--- src/rtl/rv_io_if.sv ---
// rv_io_if: memory-mapped IO bus between the RV32I core (master) and the board wrapper (slave).
interface rv_io_if;
    logic        req;
    logic        we;
    logic [31:0] addr;
    logic [3:0]  be;
    logic [31:0] wdata;
    logic [31:0] rdata;
    logic        ack;
    modport master(output req, we, addr, be, wdata, input rdata, ack);
    modport slave(input req, we, addr, be, wdata, output rdata, ack);
endinterface

--- src/rtl/rv_board_wrapper.sv ---
// rv_board_wrapper: board top for the RV32I core; the core attaches through io and is reset by core_rst.
// Provides reset conditioning, switch sync, IO register decode and a scan-multiplexed active-low 7-seg display.
module rv_board_wrapper #(
    parameter logic [31:0] IO_BASE  = 32'h8000_0000,
    parameter int          SCAN_DIV = 100_000
) (
    input  logic        clk_100_in,
    input  logic        ext_rst_in,
    input  logic [15:0] sw_in,
    output logic [15:0] led_out,
    output logic [6:0]  sseg_out,
    output logic        dp_out,
    output logic [7:0]  an_out,
    output logic        core_rst,
    rv_io_if.slave      io
);
    localparam int PW = (SCAN_DIV > 2) ? $clog2(SCAN_DIV) : 1;
    localparam logic [PW-1:0] LAST = PW'(SCAN_DIV - 1);

    logic [1:0]    rst_sync;
    logic          rst;
    logic [15:0]   sw_s1, sw_s2;
    logic [31:0]   digits;
    logic [15:0]   ctrl;
    logic [PW-1:0] presc;
    logic [2:0]    idx;
    logic [1:0]    sel;
    logic          hit, wr;
    logic [31:0]   rd_val, wmerge;
    logic          unused_addr;

    function automatic logic [6:0] hex7seg(input logic [3:0] h);
        case (h)
            4'h0: return 7'h3F;
            4'h1: return 7'h06;
            4'h2: return 7'h5B;
            4'h3: return 7'h4F;
            4'h4: return 7'h66;
            4'h5: return 7'h6D;
            4'h6: return 7'h7D;
            4'h7: return 7'h07;
            4'h8: return 7'h7F;
            4'h9: return 7'h6F;
            4'hA: return 7'h77;
            4'hB: return 7'h7C;
            4'hC: return 7'h39;
            4'hD: return 7'h5E;
            4'hE: return 7'h79;
            default: return 7'h71;
        endcase
    endfunction

    // Asserts immediately, releases two edges after ext_rst_in falls.
    always_ff @(posedge clk_100_in or posedge ext_rst_in)
        if (ext_rst_in) rst_sync <= 2'b11;
        else            rst_sync <= {rst_sync[0], 1'b0};

    assign rst         = rst_sync[1];
    assign core_rst    = rst;
    assign sel         = io.addr[3:2];
    assign hit         = io.addr[31:4] == IO_BASE[31:4];
    assign wr          = io.req & io.we & hit;
    assign unused_addr = &{1'b0, io.addr[1:0]};

    // Write data merges enabled byte lanes onto the register's current contents.
    always_comb begin
        rd_val = sel == 2'd0 ? {16'h0, led_out} :
                 sel == 2'd1 ? {16'h0, sw_s2}   :
                 sel == 2'd2 ? digits           : {16'h0, ctrl};
        wmerge = rd_val;
        for (int i = 0; i < 4; i++)
            if (io.be[i]) wmerge[8*i +: 8] = io.wdata[8*i +: 8];
    end

    always_ff @(posedge clk_100_in or posedge rst)
        if (rst) begin
            sw_s1    <= '0;
            sw_s2    <= '0;
            led_out  <= '0;
            digits   <= '0;
            ctrl     <= '0;
            presc    <= '0;
            idx      <= '0;
            io.ack   <= 1'b0;
            io.rdata <= '0;
            an_out   <= 8'hFF;
            sseg_out <= 7'h7F;
            dp_out   <= 1'b1;
        end else begin
            sw_s1    <= sw_in;
            sw_s2    <= sw_s1;
            io.ack   <= io.req;
            io.rdata <= (io.req & ~io.we & hit) ? rd_val : 32'h0;
            if (wr && sel == 2'd0) led_out <= wmerge[15:0];
            if (wr && sel == 2'd2) digits  <= wmerge;
            if (wr && sel == 2'd3) ctrl    <= wmerge[15:0];
            presc <= (presc == LAST) ? '0 : presc + 1'b1;
            if (presc == LAST) idx <= idx + 3'd1;
            // Latch a whole slot at its first cycle so anode and segments switch together.
            if (presc == '0) begin
                an_out   <= ~((8'd1 << idx) & ctrl[7:0]);
                sseg_out <= ~hex7seg(digits[{idx, 2'b00} +: 4]);
                dp_out   <= ~ctrl[{1'b1, idx}];
            end
        end
endmodule

--- src/flat_wrapper.sv ---
// flat-port wrapper written by rule: the top's interface ports become plain ports
module rv_board_wrapper_flat 
#(
    parameter logic [31:0] IO_BASE  = 32'h8000_0000,
    parameter int          SCAN_DIV = 100_000
)
  (clk_100_in, ext_rst_in, sw_in, led_out, sseg_out, dp_out, an_out, core_rst, io_req, io_we, io_addr, io_be, io_wdata, io_rdata, io_ack);
  rv_io_if io_i ();
  input  logic clk_100_in;
  input  logic ext_rst_in;
  input  logic [15:0] sw_in;
  output logic [15:0] led_out;
  output logic [6:0] sseg_out;
  output logic dp_out;
  output logic [7:0] an_out;
  output logic core_rst;
  input wire logic [$bits(io_i.req)-1:0] io_req;
  input wire logic [$bits(io_i.we)-1:0] io_we;
  input wire logic [$bits(io_i.addr)-1:0] io_addr;
  input wire logic [$bits(io_i.be)-1:0] io_be;
  input wire logic [$bits(io_i.wdata)-1:0] io_wdata;
  output wire logic [$bits(io_i.rdata)-1:0] io_rdata;
  output wire logic [$bits(io_i.ack)-1:0] io_ack;
  assign io_i.req = io_req;
  assign io_i.we = io_we;
  assign io_i.addr = io_addr;
  assign io_i.be = io_be;
  assign io_i.wdata = io_wdata;
  assign io_rdata = io_i.rdata;
  assign io_ack = io_i.ack;
  rv_board_wrapper #(.IO_BASE(IO_BASE), .SCAN_DIV(SCAN_DIV)) u_core (.clk_100_in(clk_100_in), .ext_rst_in(ext_rst_in), .sw_in(sw_in), .led_out(led_out), .sseg_out(sseg_out), .dp_out(dp_out), .an_out(an_out), .core_rst(core_rst), .io(io_i));
endmodule
--- config.mk ---
export PLATFORM = sky130hd
export DESIGN_NAME = rv_board_wrapper_flat
export DESIGN_NICKNAME = d
export VERILOG_FILES = /design/src/rtl/rv_io_if.sv /design/src/rtl/rv_board_wrapper.sv /design/src/flat_wrapper.sv
export SDC_FILE = /design/constraint.sdc
export NUM_CORES = 1
export LEC_CHECK = 0
export CELL_PAD_IN_SITES_DETAIL_PLACEMENT = 1
export CELL_PAD_IN_SITES_GLOBAL_PLACEMENT = 1
export CORE_ASPECT_RATIO = 1.2
export CORE_MARGIN = 1.5
export CORE_UTILIZATION = 30
export CTS_CLUSTER_DIAMETER = 100
export CTS_CLUSTER_SIZE = 12
export DETAILED_ROUTE_END_ITERATION = 10
export PLACE_DENSITY_LB_ADDON = 0.1
export SYNTH_ARGS = -nofsm -noshare
export SYNTH_HDL_FRONTEND = slang
export SYNTH_SLANG_ARGS = --single-unit
--- constraint.sdc ---
create_clock -name clk_100_in -period 11.8 [get_ports clk_100_in]
set_clock_uncertainty 0.1 [all_clocks]
set_input_delay 1.18 -clock clk_100_in [delete_from_list [all_inputs] [get_ports clk_100_in]]
set_output_delay 1.18 -clock clk_100_in [all_outputs]
set_load 0.03 [all_outputs]
* After elaboration in Yosys (flattened, before gate mapping)
Memory sizes are Yosys's and may differ from the RTL's. Cells that the tools add are included.
Storage, ports and cells: bits in registers 167, memory bits (read-only) 112, output and inout bits 66, logic and storage cells 50, memories kept 1
Memories:
- (no name shown) | words 16, bits a word 7, rd ports 1, clocked after Yosys merged registers in 0, wr ports 0, RTL line rv_board_wrapper.sv:33 | case (h)
Cells by class: $add $sub $neg 2, magnitude comparators 1, equality and inequality tests 5, shift operators 2, muxes and demuxes 12, bitwise gates (word level) 9, reduce and logical (&&, ||, !) cells 5
Operator list (number):
- $mux 32 | 4
- $mux 8 | 4
- $shiftx 32x6->4 | 1
- $eq 28x28->1 const B | 1
- $add 17x1->17 const B | 1
- $eq 17x17->1 const B | 1
- $logic_not 17->1 | 1
- $mux 17 | 1
- $and 8x8->8 | 1
- $not 8->8 | 1
- $shl 1x3->8 const A | 1
- $mux 7 | 1
- $not 7->7 | 1
- $lt 4x5->1 const B | 1
- $and 1x1->1 | 4
- $eq 2x2->1 const B | 2
- $add 3x1->3 const B | 1
- $bmux 1 s3 | 1
- $logic_and 1x1->1 | 3
- $eq 2x1->1 const B | 1
- $logic_not 2->1 | 1
- $not 1->1 | 2
- $mux 1 | 1

* Depth between registers and ports, before layout
Gate-level depths: netlist of run 1.
depth in word-level cells 5, depth in mapped cells 9, mapped depth without buffers 8

* Worst setup path before layout of run 1
No wires, ideal clock.
kind input to register, from input io_addr[2], to register u_core.ctrl[0], arrival 2.817 ns, path slack 8.758 ns, stages 5, cell sequence buf_2 -> buf_2 -> mux4_2 -> mux2_2 -> mux2_2
On the way: cells in the longest elaborated chain, start to end 5
RTL lines:
- from (decl) | RTL line flat_wrapper.sv:19 | input wire logic [$bits(io_i.addr)-1:0] io_addr;
- $eq 2x2->1 | RTL line rv_board_wrapper.sv:69 | sel == 2'd2 ? digits : {16'h0, ctrl};
- $mux 32 | RTL line rv_board_wrapper.sv:69
- $mux 32 | RTL line rv_board_wrapper.sv:68 | sel == 2'd1 ? {16'h0, sw_s2} :
- $mux 32 | RTL line rv_board_wrapper.sv:67 | rd_val = sel == 2'd0 ? {16'h0, led_out} :
- $mux 8 | RTL line rv_board_wrapper.sv:72 | if (io.be[i]) wmerge[8*i +: 8] = io.wdata[8*i +: 8];
- to (signal assigned) | RTL line rv_board_wrapper.sv:96 | if (wr && sel == 2'd3) ctrl <= wmerge[15:0];
- to (decl) | RTL line rv_board_wrapper.sv:24 | logic [15:0] ctrl;
Parallel ways exist; a longest one is shown, timed or not. A chain may end at the register's enable or synchronous reset.

* Worst setup path in the final report of run 1
from input io_addr[21], to register u_core.led_out[8]
On the way: cells in the longest elaborated chain, start to end 3
RTL lines:
- $eq 28x28->1 | RTL line rv_board_wrapper.sv:61 | assign hit = io.addr[31:4] == IO_BASE[31:4];
- $and 1x1->1 | RTL line rv_board_wrapper.sv:62 | assign wr = io.req & io.we & hit;
- $logic_and 1x1->1 | RTL line rv_board_wrapper.sv:94 | if (wr && sel == 2'd0) led_out <= wmerge[15:0];
- to (signal assigned) | RTL line rv_board_wrapper.sv:94
- to (decl) | RTL line rv_board_wrapper.sv:10 | output logic [15:0] led_out,
No other way between the ends.

==> results of run 1 <==
## path summary, 6_finish.rpt
kind                            cells past startpoint  slack (ps)                  to                from
worst max register to register                      5        8930  u_core.sseg_out[5]       u_core.idx[0]
max in group asynchronous                           2        9750  u_core.io.rdata[3]  u_core.rst_sync[1]
worst min-delay path                                0         250    u_core.sw_s2[11]    u_core.sw_s1[11]
min in group asynchronous                           1         300    u_core.sw_s1[13]  u_core.rst_sync[1]
worst max-delay path                                6        8230   u_core.led_out[8]         io_addr[21]
worst min register to register                      0         250    u_core.sw_s2[11]    u_core.sw_s1[11]
## layer usage
metal | part of all wire | track usage | vias up | wire length, um
li1 | - | - | 2096 | -
met1 | 0.46 | 0.2056 | 2358 | 8391
met2 | 0.49 | 0.2586 | 107 | 8974
met3 | 0.044 | 0.03489 | 15 | 805
met4 | 0.011 | 0.04525 | 0 | 199
met5 | 0 | 0 | - | 0
## cell usage in the layout (no fill, tap or decap), drive strengths merged, types with 17 or more instances in the layout
cell           Yosys  final
dfstp             18     18
and2              33     33
clkbuf             6     17
clkdlybuf4s50      0    151
dfrtp            149    149
mux2              77     77
mux4              26     26
inv               12     23
nand2             17     17
nor2              20     20
## power by group through the flow
stage          registers [mW]  clock network [mW]  logic [mW]
2_1_floorplan           0.591                   0      0.0233
3_3_place_gp            0.592                   0      0.0608
3_5_place_dp            0.592                   0      0.0623
4_1_cts                 0.581               0.565      0.0626
5_1_grt                 0.581               0.583      0.0666
6_report                0.581               0.546      0.0605
## logic make-up (layout without fill, tap and decap cells)
family | after synthesis | count (layout) | share of synthesized area
AOI/OAI and AO/OA | 34 | 34 | 0.03510
xor gates and xnor gates | 16 | 16 | 0.01956
adders and majority gates | 14 | 14 | 0.02445
buffers and inverters | 34 | 202 | 0.02427
DFF | 167 | 167 | 0.5863
muxes | 108 | 108 | 0.2113
other | 1 | 1 | 0.0005233
and+or+nand+nor | 123 | 123 | 0.09848
## cell type report
| class | count | area share |
|---|---|---|
| Multi-Input combinational cell | 296 | 0.2926 |
| Clock buffer | 17 | 0.04436 |
| Timing Repair Buffer | 158 | 0.1631 |
| Sequential cell | 167 | 0.4381 |
| Tap cell | 315 | 0.04110 |
| Inverter | 12 | 0.005219 |
| Clock inverter | 15 | 0.01553 |
## through the flow
step / hold slack, ps / utilization / setup WS (ps) / area [um2] / total power [mW]
CTS: 251.8 / 0.4120 / 8175 / 9590 / 1.209
global placement: 236.6 / 0.3873 / 7817 / 9016 / 0.6525
detailed placement: 235.5 / 0.3873 / 7707 / 9016 / 0.6539
finish: 249.6 / 0.4120 / 8231 / 9590 / 1.187
global route: 257.3 / 0.4120 / 7985 / 9590 / 1.231
floorplan: 231.2 / - / 6823 / 7166 / 0.6146
## flip-flops by register name (all words and copies together) (netlist names)
register and flops:
u_core.an_out 8, u_core.ctrl 16, u_core.digits 32, u_core.dp_out 1, u_core.idx 3, u_core.io.ack 1, u_core.io.rdata 32, u_core.led_out 16
u_core.presc 17, u_core.rst_sync 2, u_core.sseg_out 7, u_core.sw_s1 16, u_core.sw_s2 16
==> metrics, run 1 <==
worst rel slew slack 0.2527; global route overflow 0; number of routed nets with antenna violations 0; CP required 12,010 ps; Max Fclk 280.2 MHz; # nets final 754; Yosys top cell by area dfrtp_1; outcome complete, no violations; RePlAce Congestion 0.7548; syn nets 599; Clock power frac 0.460; Startpoint Class input port; Post-synth EDFFs 0; first-pass GRT wire length 28,880 um; post-CTS sizing 0; Mean Syn Cell Area 14.42 um2; Post-Syn Instances 497; Cell variety after synth 46; CTS Sinks 167; Net Sw Power 291.5 uW; YS warnings 0; Worst-Margin Slew 1090 ps; main area contributors after synthesis dfrtp_1 52%, mux2_2 12%, mux4_2 7.2%; total leakage power 4.175 nW; Worst Hold Class flip-flop to flip-flop; Reg clk slew, reported paths 70 ps; WP data arrival 3780 ps; Vias/cell 4.669; Die Wd 144.1 um; cell with the most instances after synthesis dfrtp_1; total track usage 0.1565; WL final 18,370 um; Synth top area share 0.5203; Gate power share 0.051; Final Non-Filler Cells 980; CTS Hold Buffers Added 0; Die Height 172.3 um; WL/cell 18.74 um; max-slew violation count 0; sequential share of power 0.489; Worst-Skew Late Latency 440 ps; leading cell types by count after synthesis 149 x dfrtp_1, 77 x mux2_2, 33 x and2_1; Net Sw Frac 0.2455; CP max stage cell nor3b_4; number of port buffers 151; Peak VDD IR 0.09391 mV; Syn-to-layout area delta 33.84%; Setup violations, final 0; ant diodes 0; placed cells 948; post-route minimum period 3569 ps; crit share post-route 0.3024; max_cap viols 0; number of antenna violations at the first check in global routing 0; Initial DRT Pass Iterations 5; share of layout cells above drive strength 1 0.2511; via count 4,576; number of global-route vias before repair 5,045; FILL cells 2,429; largest net degree at the start of global routing 94; multi-input logic area 0.002806 mm2; # Post-CTS Setup Buffers 0; root buf cell clkbuf_16; Initial Util 0.3078; Cell Rows 61; core area 0.02328 mm2; CTS Buffer Depth 2; RSZ-0062 raised after global routing false; Storage cell area 0.004202 mm2; CTS tree built; nature of the critical path endpoint flip-flop; drc violations 0; CTS buffer count 17; pwr dens 123.8 mW/mm2; Seq/Total Area, Yosys 0.5863; FF+latch count, synth 167; Internal 895.6 uW; CP Buf/Inv Count 1; Crit path largest cell delay 830 ps; Setup TNS Final 0 ps; Mapped Area 0.007166 mm2; CP delay by family, top simple AND/OR/NAND/NOR gates; total die area 0.02483 mm2; H-tree depth 4; most common flop cell mapped by yosys dfrtp_1; hpwl dp 13,460 um; Worst Path Max Fanout 16; crit path kind input port to flip-flop; Boundary Pins 154; Iter 0 DRT Violations 190; ordered cell list for the critical path clkdlybuf4s50_1 > nor4b_1 > nand4_1 > nor3_1 > nor3b_4 > mux2_2; ys async rst share 1.000; Hold Fails Final Rpt 0
No activity file was read; power rests on OpenSTA's default activity.
==> run 2: changes to the inputs <==
==> constraint.sdc (replaced) <==
create_clock -name clk_100_in -period 3.6 [get_ports clk_100_in]
set_clock_uncertainty 0.1 [all_clocks]
set_input_delay 0.36 -clock clk_100_in [delete_from_list [all_inputs] [get_ports clk_100_in]]
set_output_delay 0.36 -clock clk_100_in [all_outputs]
set_load 0.03 [all_outputs]
==> run 2 against run 1 <==
Net effect: via count increased by 0.55%; worst hold slack got worse by 94 ps; setup slack got worse by 7200 ps.
==> metrics, run 2 (same netlist as run 1, synthesis figures left out) <==
outcome complete, no violations; core area 0.02328 mm2; multi-input logic area 0.002801 mm2; RePlAce Congestion 0.8009; WL/cell 18.82 um; biggest regs u_core.digits: 32 flops, u_core.io.rdata: 32 flops, u_core.presc: 17 flops; Max Fclk 386.0 MHz; FILL cells 2,403; Startpoint Class flip-flop; crit share post-route 0.7196; crit path kind flip-flop to flip-flop; number of global-route vias before repair 5,271; Worst-Margin Slew 1067 ps; ordered cell list for the critical path mux4_2 > mux2_2 > ha_1 > or3_1 > o21ai_0 > mux2_2; CP delay by family, top multiplexers; total track usage 0.1634; CP max stage cell dfrtp_1; Reg2Reg Setup Slack 1010 ps; post-CTS sizing 0; Die Height 172.3 um; number of antenna violations at the first check in global routing 0; Initial Util 0.3078; Worst Path Max Fanout 9; Syn-to-layout area delta 35.22%; CTS Buffer Depth 2; worst setup margin 1010 ps; Top cell by count, worst path mux2_2; number of port buffers 151; worst rel slew slack 0.2872; Vias/cell 4.657; via count 4,601; # nets final 762; global route overflow 0; total die area 0.02483 mm2; Setup TNS Final 0 ps; RSZ-0062 raised after global routing false; Hold Fails Final Rpt 0; GR Util met2 0.2729; WP data arrival 2860 ps; met3 Track Usage GR 0.03462; drc violations 0; max_cap viols 0; CTS tree built; FF-to-FF End u_core.sseg_out[2]; worst slack, placed 574.8 ps; FF-to-FF path depth 6; Reg clk slew, reported paths 70 ps; reg2reg start u_core.idx[1]; Die Wd 144.1 um; H-tree depth 4; Boundary Pins 154; commonest non-fill, non-tap cell in the layout clkdlybuf4s50_1; CP required 3870 ps; post-route minimum period 2590 ps; root buf cell clkbuf_16; largest net degree at the start of global routing 65; Iter 0 DRT Violations 151; ant diodes 0; Crit path largest cell delay 640 ps; nature of the critical path endpoint flip-flop; Storage cell area 0.004202 mm2; total leakage power 4.233 nW; pwr dens 408.7 mW/mm2; CP Buf/Inv Count 0; Initial DRT Pass Iterations 4; GRT busiest layer met2; GRT met1 Usage 0.2116; number of routed nets with antenna violations 0; Worst-Skew Late Latency 430 ps; CTS buffer count 17; Core Util, Final 0.4162; max-slew violation count 0; most frequent cells in the layout 151 x clkdlybuf4s50_1, 149 x dfrtp_1, 77 x mux2_2; hpwl dp 14,000 um; Cell Rows 61; Setup violations, final 0; CTS Hold Buffers Added 0; WL final 18,600 um; CTS Sinks 167; Peak VDD IR 0.3044 mV; # Post-CTS Setup Buffers 0; Worst Hold Class input port to async pin; share of layout cells above drive strength 1 0.2571; first-pass GRT wire length 30,210 um
run 2: how the worst max path moves through the flow:
stage,start,endpoint,cells after the start
after CTS,u_core.idx[1],u_core.sseg_out[2],6
after global routing,io_addr[21],u_core.ctrl[0],7
final,u_core.idx[1],u_core.sseg_out[2],6
after global placement,io_addr[21],u_core.ctrl[3],7
after floorplan,u_core.rst_sync[1],u_core.ctrl[0],1
after detailed placement,io_addr[11],u_core.ctrl[7],7
run 2: power by group:
part           internal, mW  total (mW)  switching (mW)
Sequential             1.90        1.90         0.00730
Combinational         0.117       0.204          0.0872
Clock                  1.04        1.85           0.806
run 2: cell type report:
| class | instances | share of cell area |
|---|---|---|
| clock inverter | 14 | 0.01705 |
| tap | 315 | 0.04068 |
| inverter | 12 | 0.005036 |
| sequential | 167 | 0.4336 |
| timing repair buffer | 166 | 0.1702 |
| multi-input combinational | 296 | 0.2891 |
| clock buffer | 18 | 0.04429 |
run 2: routing by layer:
| layer | share of wire | wire length, um |
|---|---|---|
| met5 | 0 | 0 |
| met2 | 0.49 | 9075 |
| met4 | 0.014 | 252 |
| met1 | 0.45 | 8407 |
| met3 | 0.046 | 861 |
run 2: per-stage QoR:
stage	total power [mW]	hold WS, ps	instances	instance area, um2
3_5_place_dp	2.149	237.8	956	9095
3_3_place_gp	2.145	234.6	956	9095
6_report	3.960	155.8	988	9689
4_1_cts	4.028	138.7	988	9689
5_1_grt	4.126	155.5	988	9689
2_1_floorplan	2.015	171.5	497	7169
==> run 3: changes to the inputs <==
==> constraint.sdc (replaced) <==
create_clock -name clk_100_in -period 2.4 [get_ports clk_100_in]
set_clock_uncertainty 0.1 [all_clocks]
set_input_delay 0.24 -clock clk_100_in [delete_from_list [all_inputs] [get_ports clk_100_in]]
set_output_delay 0.24 -clock clk_100_in [all_outputs]
set_load 0.03 [all_outputs]
==> run 3 against run 2 <==
Net effect: clock power grew 47%; maximum frequency rose by 11%; global-route usage up 0.14 points; critical path depth increased by 1; utilization rose by 1.1 points; sequential share of layout area fell by 1.1 points; non-clock buffer count up 20.
==> metrics, run 3 (same netlist as run 1, synthesis figures left out) <==
crit share post-route 0.9735; pwr dens 593.2 mW/mm2; max_cap viols 0; nature of the critical path endpoint flip-flop; Initial Util 0.3078; max-slew violation count 0; biggest regs u_core.digits: 32 flops, u_core.io.rdata: 32 flops, u_core.presc: 17 flops; Worst Path Max Fanout 5; number of routed nets with antenna violations 0; Die Height 172.3 um; via count 4,731; Net Sw Frac 0.2358; FILL cells 2,384; Startpoint Class flip-flop; Clock power frac 0.461; core area 0.02328 mm2; first-pass GRT wire length 30,570 um; Net Sw Power 1.390 mW; number of antenna violations at the first check in global routing 0; CTS Buffer Depth 2; crit path kind flip-flop to flip-flop; CTS Hold Buffers Added 0; Iter 0 DRT Violations 102; Syn-to-layout area delta 38.73%; number of global-route vias before repair 5,379; drc violations 0; WP data arrival 2600 ps; number of port buffers 151; total track usage 0.1648; total leakage power 4.353 nW; outcome complete, no violations; sequential share of power 0.484; Hold Fails Final Rpt 0; Worst-Skew Late Latency 430 ps; RePlAce Congestion 0.7809; CTS tree built; Worst-Margin Slew 627.6 ps; Internal 4.507 mW; largest net degree at the start of global routing 55; global route overflow 0; Peak VDD IR 0.4448 mV; commonest non-fill, non-tap cell in the layout clkdlybuf4s50_1; Reg clk slew, reported paths 70 ps; worst setup margin 63.69 ps; Initial DRT Pass Iterations 4; share of layout cells above drive strength 1 0.2857; Fin Hold WS 26.62 ps; Die Wd 144.1 um; ant diodes 0; Max Fclk 428.0 MHz; CTS buffer count 17; CTS Sinks 167; CP required 2670 ps; Cell Rows 61; Gate power share 0.054; worst rel slew slack 0.5807; WL final 18,860 um; WL/cell 18.71 um; hpwl dp 14,450 um; total die area 0.02483 mm2; Worst Hold Class input port to async pin; # nets final 782; H-tree depth 4; root buf cell clkbuf_16; worst slack, placed -189.4 ps; post-route minimum period 2336 ps; Boundary Pins 154; Vias/cell 4.693; most frequent cells in the layout 151 x clkdlybuf4s50_1, 148 x dfrtp_1, 76 x mux2_2; Setup violations, final 0
## run 3: cell types whose count changed in the layout (fill, tap and decap cells not counted), moves of 2 or more
cell    change
buf_12      +7
inv_1       -2
inv_2       +2
buf_4      +12
## run 3: critical path, cell delays in order (launching register included)
cell and delay (ps):
dfrtp_1 400, buf_4 130, mux4_2 490, mux2_4 320
ha_4 190, or3_1 360, o21ai_0 90, mux2_2 190
## run 3: final cells by class
cell class	instances	area, um2	area share
well taps	315	394.1	0.03965
clock inverters	15	161.4	0.01624
flip-flops and latches	167	4203	0.4228
clock buffers	17	425.4	0.04279
inverters	12	48.80	0.004909
multi-input cells	296	2818	0.2834
repair buffers	186	1891	0.1902
## run 3: final timing paths
path / end / startpoint / cells after the start / slack (ps)
worst max-delay path: u_core.sseg_out[2] / u_core.idx[1] / 7 / 60
worst min-delay path: u_core.rst_sync[1] / ext_rst_in / 2 / 30
worst max register to register: u_core.sseg_out[2] / u_core.idx[1] / 7 / 60
worst min register to register: u_core.sw_s2[13] / u_core.rst_sync[1] / 1 / 250
max in group asynchronous: u_core.sseg_out[2] / u_core.rst_sync[1] / 2 / 1220
min in group clk_100_in: u_core.sw_s1[14] / sw_in[14] / 1 / 150
## run 3: repair_timing
action	CTS	global route
endpoints found under the setup margin	1	4
gates resized for setup	2	5
pin swaps	0	1
buffers inserted	0	1
hold endpoints to repair	0	0
## run 3: stage by stage
| step | instances | power (mW) | setup TNS, ps | instance area (um2) | utilization |
|---|---|---|---|---|---|
| global route | 1008 | 6.134 | -6.826 | 9941 | 0.4270 |
| floorplan | 497 | 3.023 | -35940 | 7169 | - |
| CTS | 1007 | 5.997 | 0 | 9918 | 0.4261 |
| global placement | 975 | 3.230 | -2605 | 9325 | 0.4006 |
| detailed placement | 975 | 3.238 | -5974 | 9325 | 0.4006 |
| finish | 1008 | 5.897 | 0 | 9941 | 0.4270 |
## run 3: power groups by stage
stage / Sequential (mW) / Clock, mW / Combinational (mW)
floorplan: 2.91 / 0 / 0.115
CTS: 2.86 / 2.81 / 0.331
global route: 2.86 / 2.93 / 0.351
finish: 2.86 / 2.72 / 0.320
global placement: 2.91 / 0 / 0.322
detailed placement: 2.91 / 0 / 0.329
## run 3: layer usage
metal	share of wire	global-route usage
met1	0.45	0.2124
met2	0.50	0.2765
met3	0.042	0.03489
met4	0.014	0.05102
met5	0	0
